**src/rtl/tree_compare_pkg.sv**
```systemverilog
// Shared node type and sizing helpers for the pipelined minimum tree.
package tree_compare_pkg;

   localparam int NODE_DW = 64;
   localparam int NODE_IW = 7;

   typedef struct packed {
      logic               valid;
      logic [NODE_DW-1:0] value;
      logic [NODE_IW-1:0] index;
   } node_t;

   function automatic int tc_clog2(input int n);
      int r;
      r = 0;
      while ((1 << r) < n) r++;
      return r;
   endfunction

   function automatic int tc_nodes(input int n, input int lvl);
      int c;
      c = n;
      for (int i = 0; i < lvl; i++) c = (c + 1) / 2;
      return c;
   endfunction

endpackage

```
**src/rtl/tree_compare_node.sv**
```systemverilog
// One two-input unsigned minimum; the left operand wins ties.
module tree_compare_node
   import tree_compare_pkg::*;
(
   input  node_t i_a,
   input  node_t i_b,
   output node_t o_y
);

   logic w_take_a;

   // left operand always precedes the right one in priority order
   assign w_take_a = i_a.valid &&
                     (!i_b.valid || (i_a.value <= i_b.value));
   assign o_y = w_take_a ? i_a : i_b;

endmodule

```
**src/rtl/pipelined_tree_compare_solver.sv**
```systemverilog
// Pipelined minimum over a default plus valid channels, one register per level.
// Define TREE_COMPARE_INDEX_EN to add result_index and index tracking.
module pipelined_tree_compare_solver
   import tree_compare_pkg::*;
#(
   parameter  int DATA_WIDTH    = 8,
   parameter  int CHANNEL_COUNT = 5,
   localparam int LEVELS        = tc_clog2(CHANNEL_COUNT + 1),
   localparam int IDX_WIDTH     = tc_clog2(CHANNEL_COUNT + 1)
) (
   input  logic                                clk,
   input  logic                                reset_n,
   input  logic                                in_valid,
   output logic                                in_ready,
   input  logic [DATA_WIDTH-1:0]               default_value,
   input  logic [CHANNEL_COUNT*DATA_WIDTH-1:0] values,
   input  logic [CHANNEL_COUNT-1:0]            valids,
   output logic                                out_valid,
   output logic [DATA_WIDTH-1:0]               result,
`ifdef TREE_COMPARE_INDEX_EN
   output logic [IDX_WIDTH-1:0]                result_index,
`endif
   input  logic                                out_ready
);

`ifdef TREE_COMPARE_INDEX_EN
   localparam bit IDX_EN = 1'b1;
`else
   localparam bit IDX_EN = 1'b0;
`endif

   localparam int LEAVES = CHANNEL_COUNT + 1;

   node_t       w_leaf [LEAVES];
   node_t       w_src  [LEVELS][LEAVES];
   node_t       w_cmp  [LEVELS][LEAVES];
   node_t       r_stg  [LEVELS][LEAVES];
   logic [LEVELS-1:0] r_sv;
   logic        w_adv;
   node_t       w_fin;
   logic        w_unused;

   // default sits leftmost so it wins every tie
   assign w_leaf[0] = '{
      valid: 1'b1,
      value: NODE_DW'(default_value),
      index: IDX_EN ? NODE_IW'(CHANNEL_COUNT) : '0
   };

   for (genvar i = 0; i < CHANNEL_COUNT; i++) begin : g_leaf
      assign w_leaf[i+1] = '{
         valid: valids[i],
         value: NODE_DW'(values[i*DATA_WIDTH +: DATA_WIDTH]),
         index: IDX_EN ? NODE_IW'(i) : '0
      };
   end

   for (genvar k = 0; k < LEVELS; k++) begin : g_lvl
      localparam int N_IN = tc_nodes(LEAVES, k);

      if (k == 0) begin : g_src
         assign w_src[k] = w_leaf;
      end else begin : g_src
         assign w_src[k] = r_stg[k-1];
      end

      for (genvar j = 0; j < LEAVES; j++) begin : g_node
         if (2*j + 1 < N_IN) begin : g_cmp
            tree_compare_node u_node (
               .i_a (w_src[k][2*j]),
               .i_b (w_src[k][2*j+1]),
               .o_y (w_cmp[k][j])
            );
         end else if (2*j < N_IN) begin : g_pass
            assign w_cmp[k][j] = w_src[k][2*j];
         end else begin : g_zero
            assign w_cmp[k][j] = '0;
         end
      end
   end

   assign out_valid = r_sv[LEVELS-1];
   assign w_adv     = !out_valid || out_ready;
   assign in_ready  = w_adv;

   always_ff @(posedge clk or negedge reset_n) begin
      if (!reset_n) begin
         r_sv <= '0;
         for (int k = 0; k < LEVELS; k++)
            for (int j = 0; j < LEAVES; j++)
               r_stg[k][j] <= '0;
      end else if (w_adv) begin
         r_sv[0] <= in_valid;
         for (int k = 1; k < LEVELS; k++)
            r_sv[k] <= r_sv[k-1];
         r_stg <= w_cmp;
      end
   end

   assign w_fin  = r_stg[LEVELS-1][0];
   assign result = w_fin.value[DATA_WIDTH-1:0];

`ifdef TREE_COMPARE_INDEX_EN
   assign result_index = w_fin.index[IDX_WIDTH-1:0];
`endif

   assign w_unused = ^{w_fin.valid,
                       w_fin.value >> DATA_WIDTH,
                       IDX_EN ? (w_fin.index >> IDX_WIDTH)
                              : w_fin.index};

endmodule
```
**config.mk**
```make
export PLATFORM = sky130hd
export DESIGN_NAME = pipelined_tree_compare_solver
export DESIGN_NICKNAME = d
export VERILOG_FILES = /design/src/rtl/tree_compare_pkg.sv /design/src/rtl/tree_compare_node.sv /design/src/rtl/pipelined_tree_compare_solver.sv
export SDC_FILE = /design/constraint.sdc
export NUM_CORES = 1
export LEC_CHECK = 0
export BUFFER_PORTS_ARGS = -buffer_cell sky130_fd_sc_hd__clkbuf_2
export CORE_MARGIN = 2
export CORE_UTILIZATION = 65
export CTS_CLUSTER_DIAMETER = 30
export DETAILED_ROUTE_END_ITERATION = 10
export PLACE_DENSITY = 0.79
export SYNTH_ARGS = -nofsm -noshare
export SYNTH_HDL_FRONTEND = slang
export SYNTH_HIERARCHICAL = 1
export SYNTH_SLANG_ARGS = --single-unit
export TNS_END_PERCENT = 1
```
**constraint.sdc**
```tcl
create_clock -name clk -period 4.2 [get_ports clk]
set_input_delay 0.63 -clock clk [delete_from_list [all_inputs] [get_ports clk]]
set_output_delay 0.63 -clock clk [all_outputs]
set_load 0.01 [all_outputs]
```
==> impl_metrics.toml <==
[logic_synthesis]
synth.cell_area_mm2 = 0.0291
synthCells = 3484
yosys_warnings = 6
synth.avg_cell_area_um2 = 8.36

[outcome]
status = "finished, final reports clean"

[timing]
fmax_mhz = 278
hold_violations = 0
setup_ws_ns = 0.608
slew_headroom = 0.399
period_share = 0.855
min_period_ns = 3.59
slew_viol_final = 0
tightest_slew_ns = 0.901
rsz0062_at_grt = "no"
finalSetupViolCount = 0
finClkSkew_ns = 0.0218
fin_tns_setup_ns = 0

[layout]
insertedDiodeCount = 0
nFillCells = 3108
syn_to_final_growth_pct = 21.1
multi_input_area_mm2 = 0.0214
fin_nets = 4585
drive_gt1_frac = 0.145
regArea_mm2 = 0.00841

[critical_path]
crit_path_start = "r_stg[1170]"
crit_required_ns = 4.66
endpoint_kind = "flip-flop"
start_kind = "flip-flop"
r2r-start = "r_stg[1170]"
cp.arrival_ns = 4.05
crit_fanout = 47
crit_type = "flip-flop to flip-flop"

[min_path]
hp-class = "primary input to async pin"

[placement]
portBuffers = 66
gp_congestion = 0.870
post-place-ws_ns = 0.750
hpwl_mm = 48.9

[power_and_ir_drop]
total_power_uw = 18200
ir_worst_vdd_v = 0.000488
p_comb_frac = 0.356
p_int_uw = 11600
seqPwrFrac = 0.295
pwr_density_cell_mw_per_mm2 = 515
p_clk_frac = 0.349
netSwitchingFraction = 0.359
p_leak_uw = 0.0175
power_switching_uw = 6530

[clock_tree]
post-cts-setup-buffer-count = 0
clk_path_buf_depth = 3
ctsHoldBuffers = 0
tritoncts = "yes"
htree_levels = 3
cts_root_buf = "clkbuf_16"
cts_sinks = 336
cts_buffers = 77
cts-resized-gates = 0
clk_pin_slew_ns = 0.05
insertion_delay_ns = 0.59

[route]
ant_nets = 0
num_vias = 27020
avgViaCountPerCell = 5.56
drcViolationCount = 0
drtIter0Drc = 2176
first_pass_iters = 6
drt_wl_total_mm = 76.7
routedWlPerCell_um = 15.8

[die]
initial_core_util = 0.659
die_h_um = 216
ios = 67
core_area_mm2 = 0.0442
rows = 77
dieWidth_um = 216
die_area_mm2 = 0.0465

[grt]
grt_antenna_before_repair = 0
grt_pass1_vias = 26309
grt_max_degree = 132
grtUsageTotal = 0.333
grt-ovfl-total = 0
grt_pass1_wl_mm = 128

[flow_run]
maxCapViolations = 0
## final cells by class
cell class                      count  area share
Multi-Input combinational cell   3347       0.605
Sequential cell                   336       0.238
Clock buffer                       87      0.0573
Inverter                          340      0.0362
Timing Repair Buffer              106      0.0215
Tap cell                          592      0.0210
Clock inverter                     53      0.0204
## sequential cells by signal, indices dropped and copies added (netlist names)
name    cells
r_sv        3
r_stg     325
result      8
## worst paths after layout
kind                               endpoint  slack (ns)  depth (start not counted)
min in group clk                    r_sv[0]        0.34                          2
worst min register to register      r_sv[2]        0.47                          1
worst max register to register   r_stg[850]        0.61                         11
worst max-delay path             r_stg[850]        0.61                         11
max in group asynchronous        r_stg[820]        3.05                          2
worst min-delay path            r_stg[1213]        0.12                          1
## power groups by stage
stage,clock (uW),sequential [uW],combinational (uW)
global route,6560,5460,7240
detailed placement,0,5350,6140
global placement,0,5320,5940
floorplan,0,4880,5060
finish,6340,5360,6480
CTS,6400,5330,6230
## critical path: stages (launching register included)
cell and delay (ns):
dfrtp_1 0.38, inv_1 0.06, ha_1 0.31, nand4_1 0.19
nor4_1 0.55, a21bo_2 0.29, a31oi_1 0.44, nor2_4 0.20
buf_4 0.38, a32oi_1 0.25, o21ai_1 0.11, mux2_2 0.29
## placed cells by master, fill, tap and decap left out, drive strengths merged, types with 150 or more instances in the layout
cell	count
conb	841
nor3	269
o21ai	304
clkbuf	150
dfrtp	336
a32oi	264
inv	347
nand2	633
ha	320
mux2	335
## metrics by stage
step / cells / instance area (um2) / hold slack (ns) / util
after floorplan: 4323 / 32300 / 0.334 / -
after global placement: 4721 / 32600 / 0.461 / 0.736
after detailed placement: 4721 / 32600 / 0.460 / 0.736
after CTS: 4861 / 35300 / 0.131 / 0.798
after global routing: 4861 / 35300 / 0.180 / 0.798
final: 4861 / 35300 / 0.119 / 0.798
## layer usage
layer | part of all wire | track usage | vias to the layer above
met5 | 0 | 0 | -
met4 | 0.039 | 0.151 | 0
met3 | 0.056 | 0.0427 | 211
met2 | 0.48 | 0.567 | 880
met1 | 0.42 | 0.423 | 12788
li1 | - | - | 13141
Note: power is estimated with default switching activity, not from simulation.
